`config.mk`:
```
export PLATFORM = sky130hd
export DESIGN_NAME = dcache_ctrl_fsm
export DESIGN_NICKNAME = d
export VERILOG_FILES = /design/src/rtl/dcache_pkg.sv /design/src/rtl/sat_counter.sv /design/src/rtl/dcache_ctrl_fsm.sv
export SDC_FILE = /design/constraint.sdc
export NUM_CORES = 1
export LEC_CHECK = 0
export ABC_AREA = 1
export BUFFER_PORTS_ARGS = -buffer_cell sky130_fd_sc_hd__buf_2
export CORE_MARGIN = 2
export CORE_UTILIZATION = 39
export DETAILED_ROUTE_END_ITERATION = 8
export GPL_TIMING_DRIVEN = 0
export PLACE_DENSITY = 0.59
export SLEW_MARGIN = 20
export SYNTH_ARGS = -nofsm -noshare
export SYNTH_HDL_FRONTEND = slang
export SYNTH_SLANG_ARGS = --single-unit
export TNS_END_PERCENT = 50
```
`constraint.sdc`:
```
create_clock -name CLK -period 1.3 [get_ports CLK]
set_clock_uncertainty 0.05 [all_clocks]
set_input_delay 0.26 -clock CLK [delete_from_list [all_inputs] [get_ports CLK]]
set_output_delay 0.26 -clock CLK [all_outputs]
set_load 0.005 [all_outputs]
```
`src/rtl/dcache_pkg.sv`:
```
// dcache_pkg
//   Shared definitions for the data-cache controller:
//   - state_t      : controller state encoding
//   - POLICY_WT/WB : values of the WB_MODE parameter
package dcache_pkg;

  typedef enum logic [2:0] {
    IDLE       = 3'd0,
    WRITE_BACK = 3'd1,
    FILL       = 3'd2,
    RETRY      = 3'd3,
    WT_WRITE   = 3'd4
  } state_t;

  localparam logic POLICY_WT = 1'b0;
  localparam logic POLICY_WB = 1'b1;

endpackage

```
`src/rtl/sat_counter.sv`:
```
// sat_counter
//   Event counter that sticks at all-ones instead of wrapping.
// Ports:
//   CLK   in  clock, rising edge
//   RST_N in  asynchronous active-low reset (count -> 0)
//   inc   in  count one event this cycle
//   count out current count (W bits)
module sat_counter #(
  parameter int W = 16
) (
  input  logic         CLK,
  input  logic         RST_N,
  input  logic         inc,
  output logic [W-1:0] count
);

  logic [W-1:0] r_count;

  always_ff @(posedge CLK or negedge RST_N) begin
    if (!RST_N) begin
      r_count <= '0;
    end else if (inc && (r_count != {W{1'b1}})) begin
      r_count <= r_count + W'(1);
    end
  end

  assign count = r_count;

endmodule

```
`src/rtl/dcache_ctrl_fsm.sv`:
```
// dcache_ctrl_fsm
//   Data-cache controller between the CPU memory stage and main memory.
//   Handles hits in IDLE, evicts dirty lines (write-back mode), refills
//   lines word by word over a req/ack handshake, and writes stores through
//   to memory in write-through mode. Counts hits and misses.
// Ports:
//   CLK, RST_N            clock / asynchronous active-low reset
//   cpu_rd, cpu_wr        CPU load/store request (held while stall=1)
//   hit, dirty            tag-match and victim-dirty status
//   mem_ack               memory completed one word this cycle
//   stall                 freeze the pipeline
//   mem_req, mem_we       memory request and direction (1 = write)
//   word_idx              beat index into the line
//   writeback             victim data onto the memory write bus
//   load                  write returned memory word into the cache
//   cache_we              write CPU store data into the cache
//   set_dirty, clr_dirty, set_valid   line status update pulses
//   hit_cnt, miss_cnt     saturating performance counters
module dcache_ctrl_fsm
  import dcache_pkg::*;
#(
  parameter int   WORDS_PER_LINE = 4,
  parameter logic WB_MODE        = POLICY_WB,
  parameter int   CNT_W          = 16
) (
  input  logic                              CLK,
  input  logic                              RST_N,
  input  logic                              cpu_rd,
  input  logic                              cpu_wr,
  input  logic                              hit,
  input  logic                              dirty,
  input  logic                              mem_ack,
  output logic                              stall,
  output logic                              mem_req,
  output logic                              mem_we,
  output logic [$clog2(WORDS_PER_LINE)-1:0] word_idx,
  output logic                              writeback,
  output logic                              load,
  output logic                              cache_we,
  output logic                              set_dirty,
  output logic                              clr_dirty,
  output logic                              set_valid,
  output logic [CNT_W-1:0]                  hit_cnt,
  output logic [CNT_W-1:0]                  miss_cnt
);

  localparam int             IDX_W    = $clog2(WORDS_PER_LINE);
  localparam logic [IDX_W-1:0] LAST_IDX = IDX_W'(WORDS_PER_LINE - 1);
  localparam logic           IS_WB    = (WB_MODE == POLICY_WB);

  state_t           r_state;
  logic [IDX_W-1:0] r_word_idx;
  logic             r_after_retry;

  state_t           w_state_next;
  logic [IDX_W-1:0] w_idx_next;
  logic             w_after_retry_next;

  logic w_req, w_is_wr, w_last;
  logic w_stall, w_mem_req, w_mem_we, w_writeback, w_load;
  logic w_cache_we, w_set_dirty, w_clr_dirty, w_set_valid;
  logic w_hit_inc, w_miss_inc;

  // Simultaneous rd and wr is treated as a load.
  assign w_req   = cpu_rd | cpu_wr;
  assign w_is_wr = cpu_wr & ~cpu_rd;
  assign w_last  = (r_word_idx == LAST_IDX);

  always_ff @(posedge CLK or negedge RST_N) begin
    if (!RST_N) begin
      r_state       <= IDLE;
      r_word_idx    <= '0;
      r_after_retry <= 1'b0;
    end else begin
      r_state       <= w_state_next;
      r_word_idx    <= w_idx_next;
      r_after_retry <= w_after_retry_next;
    end
  end

  always_comb begin
    w_state_next       = r_state;
    w_idx_next         = r_word_idx;
    w_after_retry_next = r_after_retry;
    w_stall            = 1'b0;
    w_mem_req          = 1'b0;
    w_mem_we           = 1'b0;
    w_writeback        = 1'b0;
    w_load             = 1'b0;
    w_cache_we         = 1'b0;
    w_set_dirty        = 1'b0;
    w_clr_dirty        = 1'b0;
    w_set_valid        = 1'b0;
    w_hit_inc          = 1'b0;
    w_miss_inc         = 1'b0;

    case (r_state)
      IDLE: begin
        w_after_retry_next = 1'b0;
        if (w_req) begin
          if (hit) begin
            // The replayed access after a refill is not a new hit.
            w_hit_inc = ~r_after_retry;
            if (w_is_wr) begin
              w_cache_we = 1'b1;
              if (IS_WB) begin
                w_set_dirty = 1'b1;
              end else begin
                w_stall      = 1'b1;
                w_state_next = WT_WRITE;
              end
            end
          end else begin
            w_stall    = 1'b1;
            w_miss_inc = 1'b1;
            if (IS_WB && dirty) w_state_next = WRITE_BACK;
            else                w_state_next = FILL;
          end
        end
      end

      WRITE_BACK: begin
        w_mem_req   = 1'b1;
        w_mem_we    = 1'b1;
        w_writeback = 1'b1;
        w_stall     = 1'b1;
        if (mem_ack) begin
          w_idx_next = r_word_idx + IDX_W'(1);
          if (w_last) begin
            w_idx_next   = '0;
            w_clr_dirty  = 1'b1;
            w_state_next = FILL;
          end
        end
      end

      FILL: begin
        w_mem_req = 1'b1;
        w_stall   = 1'b1;
        w_load    = mem_ack;
        if (mem_ack) begin
          w_idx_next = r_word_idx + IDX_W'(1);
          if (w_last) begin
            w_idx_next   = '0;
            w_set_valid  = 1'b1;
            w_clr_dirty  = 1'b1;
            w_state_next = RETRY;
          end
        end
      end

      RETRY: begin
        w_stall            = 1'b1;
        w_after_retry_next = 1'b1;
        w_state_next       = IDLE;
      end

      WT_WRITE: begin
        w_mem_req  = 1'b1;
        w_mem_we   = 1'b1;
        w_idx_next = '0;
        // The CPU moves on in the ack cycle itself.
        w_stall    = ~mem_ack;
        if (mem_ack) w_state_next = IDLE;
      end

      default: begin
        w_state_next = IDLE;
        w_idx_next   = '0;
      end
    endcase
  end

  // While reset is asserted the Mealy terms must not leak through from
  // whatever the CPU is still presenting, so every strobe is forced low.
  assign stall     = w_stall     & RST_N;
  assign mem_req   = w_mem_req   & RST_N;
  assign mem_we    = w_mem_we    & RST_N;
  assign writeback = w_writeback & RST_N;
  assign load      = w_load      & RST_N;
  assign cache_we  = w_cache_we  & RST_N;
  assign set_dirty = w_set_dirty & RST_N;
  assign clr_dirty = w_clr_dirty & RST_N;
  assign set_valid = w_set_valid & RST_N;
  assign word_idx  = r_word_idx;

  sat_counter #(.W(CNT_W)) u_hit_cnt (
    .CLK   (CLK),
    .RST_N (RST_N),
    .inc   (w_hit_inc),
    .count (hit_cnt)
  );

  sat_counter #(.W(CNT_W)) u_miss_cnt (
    .CLK   (CLK),
    .RST_N (RST_N),
    .inc   (w_miss_inc),
    .count (miss_cnt)
  );

endmodule

```
==> PnR_summary.wiki, run 1 <==
{| class="wikitable"
! Metric !! Value
|-
| Status || finished, violations left
|-
| Violations in the final reports || hold timing, setup timing
|-
| Wirelength per Cell || 12.1 microns
|-
| Worst-case register-to-register setup slack || -0.30 ns
|-
| RD Place Congestion || 0.840
|-
| H-tree levels || 2
|-
| Area fraction in and, or, nand and nor cells after synthesis || 38.3%
|-
| Count of final hold-check violations || 37
|-
| Starting utilization of the core area || 40.2%
|-
| Drt first pass iters || 4
|-
| Most common cell in the netlist || nand2_1
|-
| Final layout net count || 436
|-
| Residual overflow from global routing || 0
|-
| Number of register bits inferred by synthesis || 37
|-
| Number of nets produced by synthesis || 351
|-
| Clock transition at the registers of the reported paths || 0.08 ns
|-
| Compound-Gate Fraction of Synth Area || 7.14%
|-
| HP Class || input port to async pin
|-
| Headroom to the max-slew limit || 73.3%
|-
| Number of max-slew violations in the final report || 0
|-
| Die Y || 81.9 microns
|-
| Share of the synthesized netlist area taken by xor and xnor gates || 4.07%
|-
| Post-synth top area share || 39.2%
|-
| Die Outline Area || 6700 sq um
|-
| Clock tree root buffer cell || clkbuf_8
|-
| Least setup slack across all paths after layout || -0.365 ns
|-
| Global-route usage over all layers || 18.4%
|-
| Unrepaired setup endpoints after global routing || yes
|-
| Data required time of the critical path || 0.99 ns
|-
| Clk buf depth || 2
|-
| Number of cell rows || 28
|-
| EDFF count, synth || 0
|-
| Top-Level Pins || 50
|-
| Antenna Diode Count || 0
|-
| Sinks on Clock Net || 37
|-
| Vias in the first global route || 2115
|-
| Total Wirelength || 6020 microns
|-
| Number of distinct library cells after synthesis || 25
|-
| Biggest cell delay along the critical path || 0.42 ns
|-
| Worst Hold Slack || -0.179 ns
|-
| Share of flip-flops with an asynchronous set or reset || 100%
|-
| Warnings, synthesis || 0
|-
| Drt via density || 4.77
|-
| Inserted Clock Buffers || 5
|-
| Total of max-cap violations || 0
|-
| Count of unresolved DRC violations after routing || 0
|-
| Initial antenna violation count || 0
|-
| Number of nets still failing antenna checks after routing || 0
|-
| Worst-case setup slack after placement || -0.715 ns
|-
| Buffers plus inverters on the worst setup path || 4
|-
| Slew at the pin closest to its max-slew limit || 0.401 ns
|-
| Core area || 5890 sq um
|-
| Gate count of the mapped netlist || 336
|-
| P per Cell Area || 1510 nW/um^2
|-
| Main area contributors after synthesis || dfrtp_1, nand2_1, nor2_1
|-
| Share of post-route cells with drive strength above 1 || 38.2%
|-
| Final period demand of the worst path || 1.66 ns
|-
| Setup-failing EPs final || 44
|-
| Library cell occupying the most area in the post-synthesis netlist || dfrtp_1
|-
| Average size of a mapped cell || 7.04 sq um
|-
| Part of the Yosys area used for sequential elements || 39.2%
|-
| Maximum number of pins on one net before global-route repair || 43
|-
| Total cell area at the placement stage || 2750 sq um
|-
| Synth-to-layout area growth || 40.1%
|-
| Count of buffers inserted at the top-level ports || 49
|-
| Clock latency at the later pin of the worst-skew pair || 0.28 ns
|-
| Layout fillers || 557
|-
| VDD IR max || 0.780 mV
|-
| Critical path start-end classification || flip-flop to output pin
|-
| Leading register cell type out of synthesis || dfrtp_1
|-
| Source of the worst register-to-register timing path || r_state[0]
|-
| Detailed placement HPWL || 3900 microns
|-
| Area occupied by multi-input gates || 1530 sq um
|-
| Critical Path Sink Type || output pin
|-
| Ordered cell list for the critical path || inv_2 > ha_4 > inv_4 > nor3_4 > buf_4 > buf_6
|-
| Synth top cells by count || nand2_1, dfrtp_1, nor2_1
|-
| Storage element area || 930 sq um
|-
| Area of the mapped netlist || 2360 sq um
|-
| Crit share post-route || 128%
|-
| Arrival time at the worst endpoint || 1.35 ns
|-
| Slowest-stage cell, CP || dfrtp_1
|-
| Fmax || 0.601 GHz
|-
| Dominant combinational cell family by area after synthesis || simple AND/OR/NAND/NOR gates
|-
| Reg2Reg Depth || 9
|-
| TritonCTS clock tree || built
|-
| First-pass GRT wire length || 9580 microns
|-
| Iteration-0 DRC Markers || 70
|-
| Leakage power of the design || 1.58 nW
|-
| Final instance area || 3310 sq um
|-
| Capturing point of the worst reg2reg path || u_hit_cnt.count[14]
|-
| Die width || 81.9 microns
|-
| Synthesized-area fraction occupied by adder cells || 4.23%
|-
| Final Power || 4.99 mW
|-
| Max Fanout on Critical Path || 4
|-
| Share of synthesized area spent on multiplexers || 0%
|-
| Vias || 2369
|-
| Kind of start point of the critical path || flip-flop
|-
| Critical path's top delay family || flip-flops
|}
## metrics by stage
stage	hold slack [ns]	std cells	TNS, ns	util (%)
3_5_place_dp	0.420	460	-13.99	46.7
4_1_cts	-0.0801	487	-9.46	53.1
6_report	-0.179	497	-9.42	56.3
3_3_place_gp	0.416	460	-13.39	46.7
2_1_floorplan	-0.0856	336	-3.46	-
5_1_grt	-0.144	497	-13.09	56.3
## how the worst max path moves through the flow
stage,start,to,slack (ns),depth (start not counted)
floorplan,u_miss_cnt.count[0],u_miss_cnt.count[10],-0.14,8
global placement,RST_N,set_dirty,-0.73,5
detailed placement,RST_N,set_dirty,-0.71,5
CTS,r_state[0],writeback,-0.42,6
global route,r_state[1],set_dirty,-0.45,6
finish,r_state[0],set_dirty,-0.36,6
## what timing repair did
item,4_1_cts,5_1_grt
setup buffers,17,10
resized for setup,38,41
hold endpoints to repair,37,37
endpoints found under the setup margin,45,47
pin swaps,23,15
cloned,2,1
## registers in the layout, summed over array words and instances, names as in the netlist
register and count:
r_after_retry 1, r_state 2, u_hit_cnt.count 16, u_miss_cnt.count 16
word_idx 2
## layout by cell type, fill, tap and decap left out, types with 2 or more instances in the layout
| cell type | n |
|---|---|
| nand2_2 | 19 |
| clkbuf_8 | 7 |
| buf_6 | 9 |
| nor2_4 | 12 |
| nand3_2 | 4 |
| nand3_1 | 11 |
| nand2_4 | 2 |
| nor2_1 | 28 |
| nand3b_1 | 6 |
| dfrtp_1 | 34 |
| o21ai_2 | 7 |
| dfrtp_2 | 3 |
| o21ai_0 | 5 |
| xnor2_1 | 7 |
| nand3_4 | 2 |
| buf_2 | 47 |
| xor2_1 | 4 |
| ha_1 | 3 |
| inv_1 | 29 |
| inv_2 | 7 |
| nor2_2 | 8 |
| o21bai_4 | 2 |
| buf_4 | 23 |
| o21ai_1 | 10 |
| nand2_1 | 112 |
| ha_4 | 3 |
| nand4_1 | 7 |
| ha_2 | 2 |
## metal layers
layer	wire length [microns]	global-route usage, %	vias to the layer above
met5	0	0	-
met4	27	4.50	0
met3	194	4.07	2
met2	2980	31.1	35
met1	2810	23.9	1104
li1	-	-	1228
## cell type report
cell class / count / area share, %
buffer: 3 / 0.793
sequential: 37 / 28.1
clock inverter: 1 / 0.151
tap: 75 / 2.83
timing repair buffer: 76 / 14.6
inverter: 38 / 4.38
multi-input combinational: 260 / 46.3
clock buffer: 7 / 2.91
## power by group
group | leakage [nW] | switching, mW | internal, mW
sequential | 0.487 | 0.259 | 1.39
combinational | 1.04 | 1.22 | 1.22
clock | 0.0542 | 0.425 | 0.480
## worst register-to-register path: cells and delay by family, from the launching register on
family / cells / cell delay [ns]
buffers and inverters: 3 / 0.42
flip-flops: 1 / 0.42
adder cells (fa/ha/maj): 1 / 0.19
AND/OR/NAND/NOR: 5 / 0.42
## logic make-up after synthesis
logic type      count (synthesis)
simple gates                  212
buf+inv                        41
flops                          37
compound gates                 27
xor+xnor                       11
fa+ha+maj                       8
Power figures use the tool's default switching activity.
==> run 2, diff against run 1 <==
--- a/config.mk
+++ b/config.mk
@@ -13,2 +13,3 @@
 export GPL_TIMING_DRIVEN = 0
+export HOLD_SLACK_MARGIN = 0.06
 export PLACE_DENSITY = 0.59
--- a/constraint.sdc
+++ b/constraint.sdc
@@ -4,2 +4,2 @@
 set_output_delay 0.26 -clock CLK [all_outputs]
-set_load 0.005 [all_outputs]
+set_load 0.1 [all_outputs]
==> PnR_summary.wiki, run 2 (synthesis gave the netlist of run 1 again) <==
{| class="wikitable"
! Metric !! Value
|-
| Slowest-stage cell, CP || dfrtp_2 (was dfrtp_1)
|-
| RD Place Congestion || 0.835 (was 0.840)
|-
| P per Cell Area || 1990 nW/um^2 (was 1510 nW/um^2)
|-
| Critical path's top delay family || flip-flops (unchanged)
|-
| Final layout net count || 435 (was 436)
|-
| Count of final hold-check violations || 37 (unchanged)
|-
| Most common cell after layout, fill and taps aside || nand2_1 (unchanged)
|-
| Total of max-cap violations || 0 (unchanged)
|-
| Unrepaired setup endpoints after global routing || yes (unchanged)
|-
| Biggest cell delay along the critical path || 0.42 ns (about the same)
|-
| Crit share post-route || 138% (was 128%)
|-
| Share of post-route cells with drive strength above 1 || 43.9% (was 38.2%)
|-
| Total Wirelength || 6520 microns (was 6020 microns)
|-
| Antenna Diode Count || 0 (unchanged)
|-
| Initial antenna violation count || 0 (unchanged)
|-
| Synth-to-layout area growth || 70.5% (was 40.1%)
|-
| Iteration-0 DRC Markers || 75 (was 70)
|-
| Total cell area at the placement stage || 2920 sq um (was 2750 sq um)
|-
| Buffers plus inverters on the worst setup path || 3 (was 4)
|-
| Clock tree root buffer cell || clkbuf_8 (unchanged)
|-
| Die width || 81.9 microns (unchanged)
|-
| Arrival time at the worst endpoint || 1.49 ns (was 1.35 ns)
|-
| Count of unresolved DRC violations after routing || 0 (unchanged)
|-
| Maximum number of pins on one net before global-route repair || 43 (unchanged)
|-
| Inserted Clock Buffers || 5 (unchanged)
|-
| Data required time of the critical path || 0.99 ns (about the same)
|-
| Worst Hold Slack || -0.174 ns (was -0.179 ns)
|-
| H-tree levels || 2 (unchanged)
|-
| Clk buf depth || 2 (unchanged)
|-
| Number of nets still failing antenna checks after routing || 0 (unchanged)
|-
| Final standard cell count with taps included and fillers excluded || 496 (was 497)
|-
| Global-route usage over all layers || 20.4% (was 18.4%)
|-
| HP Class || input port to async pin (unchanged)
|-
| Detailed placement HPWL || 4020 microns (was 3900 microns)
|-
| Residual overflow from global routing || 0 (unchanged)
|-
| Kind of start point of the critical path || flip-flop (unchanged)
|-
| Drt via density || 4.84 (was 4.77)
|-
| Count of buffers inserted at the top-level ports || 49 (unchanged)
|-
| Starting utilization of the core area || 40.2% (unchanged)
|-
| Number of placed instances, taps included || 460 (unchanged)
|-
| Portion of total power attributed to combinational logic || 63.9% (was 48.9%)
|-
| Relative contribution of the clock network to total power || 12.8% (was 18.1%)
|-
| Number of max-slew violations in the final report || 0 (unchanged)
|-
| Max Fanout on Critical Path || 3 (was 4)
|-
| Headroom to the max-slew limit || 73.1% (was 73.3%)
|-
| Ordered cell list for the critical path || inv_2 > ha_4 > buf_6 > nand3_4 > a21oi_4 > buf_12 (was inv_2 > ha_4 > inv_4 > nor3_4 > buf_4 > buf_6)
|-
| Top-Level Pins || 50 (unchanged)
|-
| First-pass GRT wire length || 10600 microns (was 9580 microns)
|-
| Net switching component of the power || 3.96 mW (was 1.91 mW)
|-
| Core utilization of the finished layout || 68.5% (was 56.3%)
|-
| Drt first pass iters || 4 (unchanged)
|-
| VDD IR max || 1.57 mV (was 0.780 mV)
|-
| Clock transition at the registers of the reported paths || 0.09 ns (was 0.08 ns)
|-
| Net switching fraction of the power || 49.2% (was 38.2%)
|-
| Wirelength per Cell || 13.1 microns (was 12.1 microns)
|-
| Setup-failing EPs final || 52 (was 44)
|-
| Cell internal power dissipation || 4.08 mW (was 3.08 mW)
|-
| Final instance area || 4030 sq um (was 3310 sq um)
|-
| TNS Setup || -11.40 ns (was -9.42 ns)
|-
| Vias || 2399 (was 2369)
|-
| Final period demand of the worst path || 1.80 ns (was 1.66 ns)
|-
| Critical Path Sink Type || output pin (unchanged)
|-
| Clock latency at the later pin of the worst-skew pair || 0.30 ns (was 0.28 ns)
|-
| Slew at the pin closest to its max-slew limit || 0.404 ns (was 0.401 ns)
|-
| Sinks on Clock Net || 37 (unchanged)
|-
| Vias in the first global route || 2272 (was 2115)
|-
| Critical path start-end classification || flip-flop to output pin (unchanged)
|-
| Violations in the final reports || hold timing, setup timing (unchanged)
|-
| Highest-count cells in the layout ignoring fill and taps || nand2_1, buf_12, inv_1, nor2_1 (was nand2_1, buf_2, dfrtp_1, inv_1, nor2_1)
|-
| Status || finished, violations left (unchanged)
|-
| Die Outline Area || 6700 sq um (unchanged)
|-
| Leakage power of the design || 1.70 nW (was 1.58 nW)
|-
| Least setup slack across all paths after layout || -0.499 ns (was -0.365 ns)
|-
| Core area || 5890 sq um (unchanged)
|-
| Die Y || 81.9 microns (unchanged)
|-
| Fmax || 0.556 GHz (was 0.601 GHz)
|-
| Number of cell rows || 28 (unchanged)
|-
| TritonCTS clock tree || built (unchanged)
|-
| Fraction of power consumed by sequential logic || 23.4% (was 33.0%)
|}
[run 2: repair_timing]
item                                   4_1_cts  5_1_grt
gates resized for setup                    177       41
setup endpoints to repair                   78       74
pin swaps                                   13        6
buffers inserted                            23        3
gates cloned                                 3        0
endpoints found under the hold margin       37       37
[run 2: stage by stage]
stage / power [mW] / hold WS (ns) / setup slack [ns]
after floorplan: 4.69 / -0.0856 / -0.804
after global placement: 5.22 / 0.413 / -1.12
after detailed placement: 5.27 / 0.410 / -1.13
after CTS: 7.71 / -0.0854 / -0.541
after global routing: 8.45 / -0.152 / -0.565
final: 8.04 / -0.174 / -0.499
[run 2: metal layers]
metal / global-route usage [%] / wire length, microns / up-vias
met5: 0 / 0 / -
met4: 4.00 / 43 / 0
met3: 4.84 / 266 / 5
met2: 33.7 / 3220 / 57
met1: 27.3 / 2990 / 1118
li1: - / - / 1219
[run 2: cell type report]
cell class,instances,area [sq um]
Multi-Input combinational cell,260,1570
Buffer,3,42.5
Clock inverter,3,46.3
Clock buffer,5,68.8
Timing Repair Buffer,75,1030
Tap cell,75,93.8
Inverter,38,156
Fill cell,472,1850
Sequential cell,37,1020
[run 2: path summary, 6_finish.rpt]
kind                       cells after the start             endpoint  slack (ns)           from
max                                            6                stall       -0.50     r_state[1]
min                                            1          word_idx[0]       -0.17          RST_N
max reg2reg                                    9  u_hit_cnt.count[14]       -0.29     r_state[1]
min reg2reg                                    2        r_after_retry        0.44  r_after_retry
max in group asynchronous                      1  u_miss_cnt.count[1]        1.04          RST_N
min in group CLK                               4           r_state[1]        0.27          dirty
[run 2: power groups by stage]
stage               clock network [mW]  logic [mW]  registers (mW)
finish                            1.03        5.14            1.88
global route                      1.11        5.42            1.92
CTS                               1.06        4.79            1.87
detailed placement                   0        3.41            1.86
global placement                     0        3.38            1.85
floorplan                            0        1.53            3.17
